$ cat config.mk
export PLATFORM = sky130hd
export DESIGN_NAME = pipeline_ctrl
export DESIGN_NICKNAME = d
export VERILOG_FILES = /design/src/rtl/pipeline_ctrl_pkg.sv /design/src/rtl/pipeline_ctrl_event_counter.sv /design/src/rtl/pipeline_ctrl.sv
export SDC_FILE = /design/constraint.sdc
export NUM_CORES = 1
export LEC_CHECK = 0
export ABC_AREA = 1
export CORE_MARGIN = 3
export CORE_UTILIZATION = 45
export CTS_CLUSTER_DIAMETER = 100
export CTS_CLUSTER_SIZE = 14
export DETAILED_ROUTE_END_ITERATION = 10
export HOLD_SLACK_MARGIN = 0.12
export PLACE_DENSITY = 0.81
export SETUP_SLACK_MARGIN = 0.2
export SYNTH_ARGS = -nofsm -noshare
export SYNTH_HDL_FRONTEND = slang
export SYNTH_HIERARCHICAL = 1
export SYNTH_SLANG_ARGS = --single-unit
export TNS_END_PERCENT = 100
$ cat constraint.sdc
create_clock -name clk -period 1.55 [get_ports clk]
set_input_delay 0.2325 -clock clk [delete_from_list [all_inputs] [get_ports clk]]
set_output_delay 0.2325 -clock clk [all_outputs]
set_load 0.05 [all_outputs]
$ cat src/rtl/pipeline_ctrl_pkg.sv
// Shared types for the pipeline stall/flush controller.
//   fetch_state_t : fetch FSM state. F_DROP means an in-flight fetch is stale.
//   pipe_ctrl_t   : load-enable / bubble-insert pair for one pipeline register.
package pipes;

    typedef enum logic [0:0] {F_IDLE, F_DROP} fetch_state_t;

    typedef struct packed {
        logic en;
        logic bubble;
    } pipe_ctrl_t;

endpackage

$ cat src/rtl/pipeline_ctrl_event_counter.sv
// Wrapping event counter.
//   clk, reset : clock and synchronous active-high reset
//   inc        : count one event this cycle
//   count      : registered count, modulo 2^CNT_W
module event_counter #(
    parameter int CNT_W = 32
) (
    input  logic             clk,
    input  logic             reset,
    input  logic             inc,
    output logic [CNT_W-1:0] count
);

    logic [CNT_W-1:0] r_count;

    always_ff @(posedge clk) begin
        if (reset)
            r_count <= '0;
        else if (inc)
            r_count <= r_count + CNT_W'(1);
    end

    assign count = r_count;

endmodule

$ cat src/rtl/pipeline_ctrl.sv
// Central stall/flush controller for the F/D/E/M/W pipeline.
// Inputs : clk, reset (sync, active high), load_wait, e_redirect,
//          i_req/i_data_ok (fetch bus), d_req/d_data_ok (data bus).
// Outputs: pc_en, pc_sel_redirect, {fd,de,em,mw}_{en,bubble},
//          fetch_drop, cnt_load_stall, cnt_redirect.
// Controls are combinational from inputs and the fetch FSM state; the FSM
// and counters update on the rising edge.
module pipeline_ctrl
    import pipes::*;
#(
    parameter int CNT_W = 32
) (
    input  logic             clk,
    input  logic             reset,
    input  logic             load_wait,
    input  logic             e_redirect,
    input  logic             i_req,
    input  logic             i_data_ok,
    input  logic             d_req,
    input  logic             d_data_ok,
    output logic             pc_en,
    output logic             pc_sel_redirect,
    output logic             fd_en,
    output logic             de_en,
    output logic             em_en,
    output logic             mw_en,
    output logic             fd_bubble,
    output logic             de_bubble,
    output logic             em_bubble,
    output logic             mw_bubble,
    output logic             fetch_drop,
    output logic [CNT_W-1:0] cnt_load_stall,
    output logic [CNT_W-1:0] cnt_redirect
);

    fetch_state_t r_state, w_state_nxt;
    pipe_ctrl_t   w_fd, w_de, w_em, w_mw;
    logic         w_pc_en, w_pc_sel, w_fetch_drop;
    logic         w_inc_load, w_inc_redir;
    logic         w_mem_stall, w_fetch_stall;

    assign w_mem_stall   = d_req & ~d_data_ok;
    assign w_fetch_stall = (i_req & ~i_data_ok) | (r_state == F_DROP);

    always_ff @(posedge clk) begin
        if (reset)
            r_state <= F_IDLE;
        else
            r_state <= w_state_nxt;
    end

    always_comb begin
        w_state_nxt  = r_state;
        w_pc_en      = 1'b0;
        w_pc_sel     = 1'b0;
        w_fd         = '0;
        w_de         = '0;
        w_em         = '0;
        w_mw         = '0;
        w_fetch_drop = 1'b0;
        w_inc_load   = 1'b0;
        w_inc_redir  = 1'b0;

        if (reset) begin
            w_fd        = '{en: 1'b1, bubble: 1'b1};
            w_de        = '{en: 1'b1, bubble: 1'b1};
            w_em        = '{en: 1'b1, bubble: 1'b1};
            w_mw        = '{en: 1'b1, bubble: 1'b1};
            w_state_nxt = F_IDLE;
        end else begin
            if (w_mem_stall) begin
                // E is frozen; redirect / load_wait are re-presented later
                w_mw = '{en: 1'b1, bubble: 1'b1};
            end else if (e_redirect) begin
                w_pc_en     = 1'b1;
                w_pc_sel    = 1'b1;
                w_fd        = '{en: 1'b1, bubble: 1'b1};
                w_de        = '{en: 1'b1, bubble: 1'b1};
                w_em.en     = 1'b1;
                w_mw.en     = 1'b1;
                w_inc_redir = 1'b1;
                // The old fetch stays on the bus until i_data_ok; remember
                // to discard it. A response arriving now is squashed by
                // fd_bubble instead.
                if (r_state == F_IDLE && i_req && !i_data_ok)
                    w_state_nxt = F_DROP;
            end else if (load_wait) begin
                w_de       = '{en: 1'b1, bubble: 1'b1};
                w_em.en    = 1'b1;
                w_mw.en    = 1'b1;
                w_inc_load = 1'b1;
            end else if (w_fetch_stall) begin
                w_fd    = '{en: 1'b1, bubble: 1'b1};
                w_de.en = 1'b1;
                w_em.en = 1'b1;
                w_mw.en = 1'b1;
            end else begin
                w_pc_en = 1'b1;
                w_fd.en = 1'b1;
                w_de.en = 1'b1;
                w_em.en = 1'b1;
                w_mw.en = 1'b1;
            end

            // Stale response leaves regardless of any stall in progress
            if (r_state == F_DROP) begin
                w_fetch_drop = i_data_ok;
                if (w_fd.en)
                    w_fd.bubble = 1'b1;
                if (i_data_ok)
                    w_state_nxt = F_IDLE;
            end
        end
    end

    assign pc_en           = w_pc_en;
    assign pc_sel_redirect = w_pc_sel;
    assign fd_en           = w_fd.en;
    assign fd_bubble       = w_fd.bubble;
    assign de_en           = w_de.en;
    assign de_bubble       = w_de.bubble;
    assign em_en           = w_em.en;
    assign em_bubble       = w_em.bubble;
    assign mw_en           = w_mw.en;
    assign mw_bubble       = w_mw.bubble;
    assign fetch_drop      = w_fetch_drop;

    event_counter #(.CNT_W(CNT_W)) u_cnt_load (
        .clk   (clk),
        .reset (reset),
        .inc   (w_inc_load),
        .count (cnt_load_stall)
    );

    event_counter #(.CNT_W(CNT_W)) u_cnt_redirect (
        .clk   (clk),
        .reset (reset),
        .inc   (w_inc_redir),
        .count (cnt_redirect)
    );

endmodule

* After elaboration in Yosys (flattened, before gate mapping)
Cells that the tools add are included.
** Storage, ports and cells
- Flip-flop bits (word level) :: 65
- Bits of input ports :: 8
- Logic and storage cells :: 49
** Cells by class
- Add/subtract/negate cells :: 2
- Muxes and demuxes :: 35
- Bitwise gates (word level) :: 6
- Reductions and logical operators :: 3
** Operator list (number)
- adder 32 x 1 -> 32 bit (second input constant) :: 2
- two-way mux 1 bit :: 28
- two-way mux 2 bit :: 7
- NOT 1 bit :: 3
- AND 1 bit :: 2
- logical AND 1 bit :: 2
- zero test 1 bit :: 1
- bitwise OR 1 bit :: 1

* Depth between registers and ports, before layout
- Depth after elaboration :: 11
- Mapped depth :: 13
- Mapped depth without buffers :: 12

* By module
Netlist, hierarchy kept.
** Modules (own cells, without submodules)
- event_counter :: times used 2, cells each 263, area an instance 1793.0 µm², sequential area each 640.6 µm²
- pipeline_ctrl :: times used 1, cells each 34, area an instance 188.9 µm², sequential area each 20.0 µm²

* Least setup slack after synthesis
OpenSTA, ideal clock, no wires.
- Kind :: input port to flip-flop
- From :: input port d_data_ok
- To :: register u_cnt_redirect.r_count[24], in the netlist u_cnt_redirect/count[24]
- Arrival :: 2495 ps
- Slack :: -1062 ps
- Stages :: 12
- Path through :: inv_1 -> nand2_1 -> inv_1 -> nor3_1 -> buf_6 -> nand2_2 -> nor2_4 -> nand3_4 -> nor2_2 -> nand3_1 -> nand2_1 -> nor2_1
** On the way
- Word-level cells in the longest chain between the ends :: 4
** Ends and longest elaborated chain
- from (decl) :: RTL line pipeline_ctrl.sv:20 : input logic d_data_ok,
- NOT 1 bit :: RTL line pipeline_ctrl.sv:42 : assign w_mem_stall = d_req & ~d_data_ok;
- AND 1 bit :: RTL line pipeline_ctrl.sv:42
- two-way mux 1 bit (2 in a row)
- via pc_sel_redirect :: RTL line pipeline_ctrl.sv:22 : output logic pc_sel_redirect,
- to (signal assigned) :: RTL line pipeline_ctrl_event_counter.sv:20 : r_count <= r_count + CNT_W'(1);
- to (decl) :: RTL line pipeline_ctrl_event_counter.sv:14 : logic [CNT_W-1:0] r_count;
The timed path passes the listed nets, and every way through them passes these cells.
A chain may end at the register's enable or synchronous reset.

* Worst setup path after layout
- From :: register u_cnt_redirect.r_count[0], in the netlist u_cnt_redirect/count[0]
- To :: register u_cnt_redirect.r_count[14], in the netlist u_cnt_redirect/count[14]
** On the way
- Word-level cells in the longest chain between the ends :: 1
** Ends and longest elaborated chain (RTL line)
- adder 32 x 1 -> 32 bit :: pipeline_ctrl_event_counter.sv:20
Every way passes these cells.

==> impl_metrics.yaml <==
die:
  chipHeight_um: 97.6
  die_area_um2: 9520
  initial_utilization_pct: 47.6
  core_area_um2: 7930
  io_pins: 83
  die_w_um: 97.6
  rows: 32
critical_path:
  cp_slowest_cell: "dfxtp_4"
  path_class: "flop to flop"
  critPathMaxFanout: 6
  max_stage_delay_ps: 390
  start_kind: "flop"
  crit_path_end_kind: "flop"
  crit_top_cell: "nor2_4"
  cp_top_family: "simple AND/OR/NAND/NOR gates"
  path_cells: "ha_4, nand2_4, nor2_4, nand3_4, nor2_4, nand3_2, nand2_1, nor2_1"
  arrival_ps: 1630
  worstPathRequired_ps: 1790
  crit_buf_inv: 0
timing:
  period_share_pct: 89.9
  skew_ps: 6.80
  setup_tns_ps: 0
  fmax_ghz: 0.718
  rsz0062_at_grt: "true"
  finalHoldViolCount: 0
  finalMaxSlewViolations: 0
  finalSetupViolations: 0
  period_minus_slack_ps: 1390
drt:
  drt_wl_total_um: 10500
  vias: 4083
  post_drt_wl_per_cell_um: 13.4
  drc: 0
  drt-initial-drc-count: 193
  avgViaCountPerCell: 5.19
  drt.antenna.violating_nets: 0
  firstDrtPassIters: 7
clock_network:
  clk_path_buf_depth: 2
  clk_pin_slew_ps: 70
  cts.sinks: 65
  cts_root_buffer: "clkbuf_8"
  cts_hold_buffers: 0
  tritoncts: "done"
  clkLatencyLatePin_ps: 340
  cts_buffers: 9
  h-tree-depth: 3
global_routing:
  grt_usage_pct: 20.6
  grt_pass1_vias: 3745
  grt_pass1_wl_um: 16700
  antenna_found_initial: 0
  overflow: 0
  grt_max_degree: 24
placement:
  gp_congestion: 0.860
  io_buffers: 81
  dpl.hpwl_um: 7300
cells_and_area:
  multiInputGateArea_um2: 2410
  drive_gt1_share_pct: 43.6
  area_growth_syn_to_layout_pct: 49.3
  fin_util_pct: 71.1
  final_nets: 690
  num-fill-cells: 639
  area.sequential_um2: 1400
  diodes: 0
synth:
  synth.avg_cell_area_um2: 6.74
  syn-num-nets: 570
  yosysUniqueCellTypes: 27
  syn_inst: 560
  yosys-top-cells-area: "dfxtp_1, nand2_1, nor2_1"
  ys.flop_type: "dfxtp_1"
  post-synth-top-count-cell: "nand2_1"
  yosysWarnings: 6
  synth-edff-count: 0
  yosysSeqAreaShare_pct: 34.5
  ys_async_sr_fraction_pct: 0
  ys_ff_latch: 65
  yosysTopAreaCellShare_pct: 34.5
  synth_area_um2: 3770
  synth_top_cell_by_area: "dfxtp_1"
  synth_commonest_cells: "nand2_1, nor2_1, inv_1, dfxtp_1, nand3_1"
power_and_ir_drop:
  power_leakage_nw: 2.39
  power.total_mw: 3.45
  power_density_nw_per_um2: 612
  ir_worst_vdd_uv: 507
hold_path:
  min_path_type: "primary input to flop"
status:
  status: "completed"
run:
  maxCapViolCount: 0
-- state kept, by name, summed over array words and instances (netlist names) --
signal / cells
r_state: 1
u_cnt_redirect/count: 32
u_cnt_load/count: 32
-- what timing repair did --
action / CTS / global route
cloned: 0 / 2
endpoints found under the hold margin: 0 / 0
endpoints found under the setup margin: 74 / 35
buffers inserted: 7 / 6
resized for setup: 34 / 57
pin swaps: 15 / 34
-- worst register-to-register path, stage by stage (launching register included) --
cell and delay [ps]:
dfxtp_4 390, ha_4 160, nand2_4 60, nor2_4 140
nand3_4 150, nor2_4 200, nand3_2 100, nand2_1 70
nor2_1 40
-- area by class of cell --
cell class	instances	area share, %
Tap cell	102	2.26
Multi-Input combinational cell	413	42.7
Sequential cell	65	24.8
Clock buffer	13	3.20
Inverter	73	5.26
Timing Repair Buffer	118	21.6
Clock inverter	2	0.178
-- power by group --
part           leakage (nW)  internal (mW)  switching, mW  total [mW]
combinational          1.74          0.167          0.218       0.385
sequential            0.554           1.66         0.0113        1.67
clock                 0.100          0.753          0.645        1.40
total                  2.39           2.58          0.874        3.45
-- placed cells by master (no fill, tap or decap), drive strengths merged, types with 6 or more instances in the layout --
cell type  Yosys  final
dfxtp         65     65
xnor2          6      6
inv           73     73
clkbuf         0     13
a21oi         43     43
nand3         51     51
o21ai         14     14
buf           11    115
nand4         16     16
nand2        140    140
nor2         125    127
-- cells by family (layout without fill, tap and decap cells) --
logic type      after synthesis  count (layout)  synth area share, %
xor+xnor                      6               6                 1.39
compound gates               64              64                 9.02
buf+inv                      84             206                 9.31
simple gates                338             340                 45.0
other cells                   1               1               0.0993
fa+ha+maj                     2               2                0.663
flops                        65              65                 34.5
-- layer usage --
metal | share of wire (%) | routed length (um) | global-route usage, %
met2 | 52 | 5480 | 36.3
met3 | 5.8 | 616 | 3.73
met5 | 0 | 0 | 0
met4 | 1.8 | 194 | 7.03
met1 | 40 | 4260 | 25.2
-- stage by stage --
stage	hold WS [ps]	worst slack, ps	cells	cell area (um2)
CTS	181	146	778	5400
detailed placement	455	-624	756	5110
finish	184	157	786	5640
global route	239	105	786	5640
global placement	450	-584	756	5110
floorplan	376	-282	560	3930
-- final timing paths --
kind | startpoint | slack, ps | end | cells past startpoint
setup reg to reg | u_cnt_redirect/count[0]$_SDFFE_PP0P_ | 160 | u_cnt_redirect/count[14]$_SDFFE_PP0P_ | 8
hold reg to reg | u_cnt_load/count[5]$_SDFFE_PP0P_ | 460 | u_cnt_load/count[5]$_SDFFE_PP0P_ | 1
hold / removal | e_redirect | 180 | r_state$_SDFF_PP0_ | 3
setup / recovery | u_cnt_redirect/count[0]$_SDFFE_PP0P_ | 160 | u_cnt_redirect/count[14]$_SDFFE_PP0P_ | 8
No activity file was read; power rests on OpenSTA's default activity.
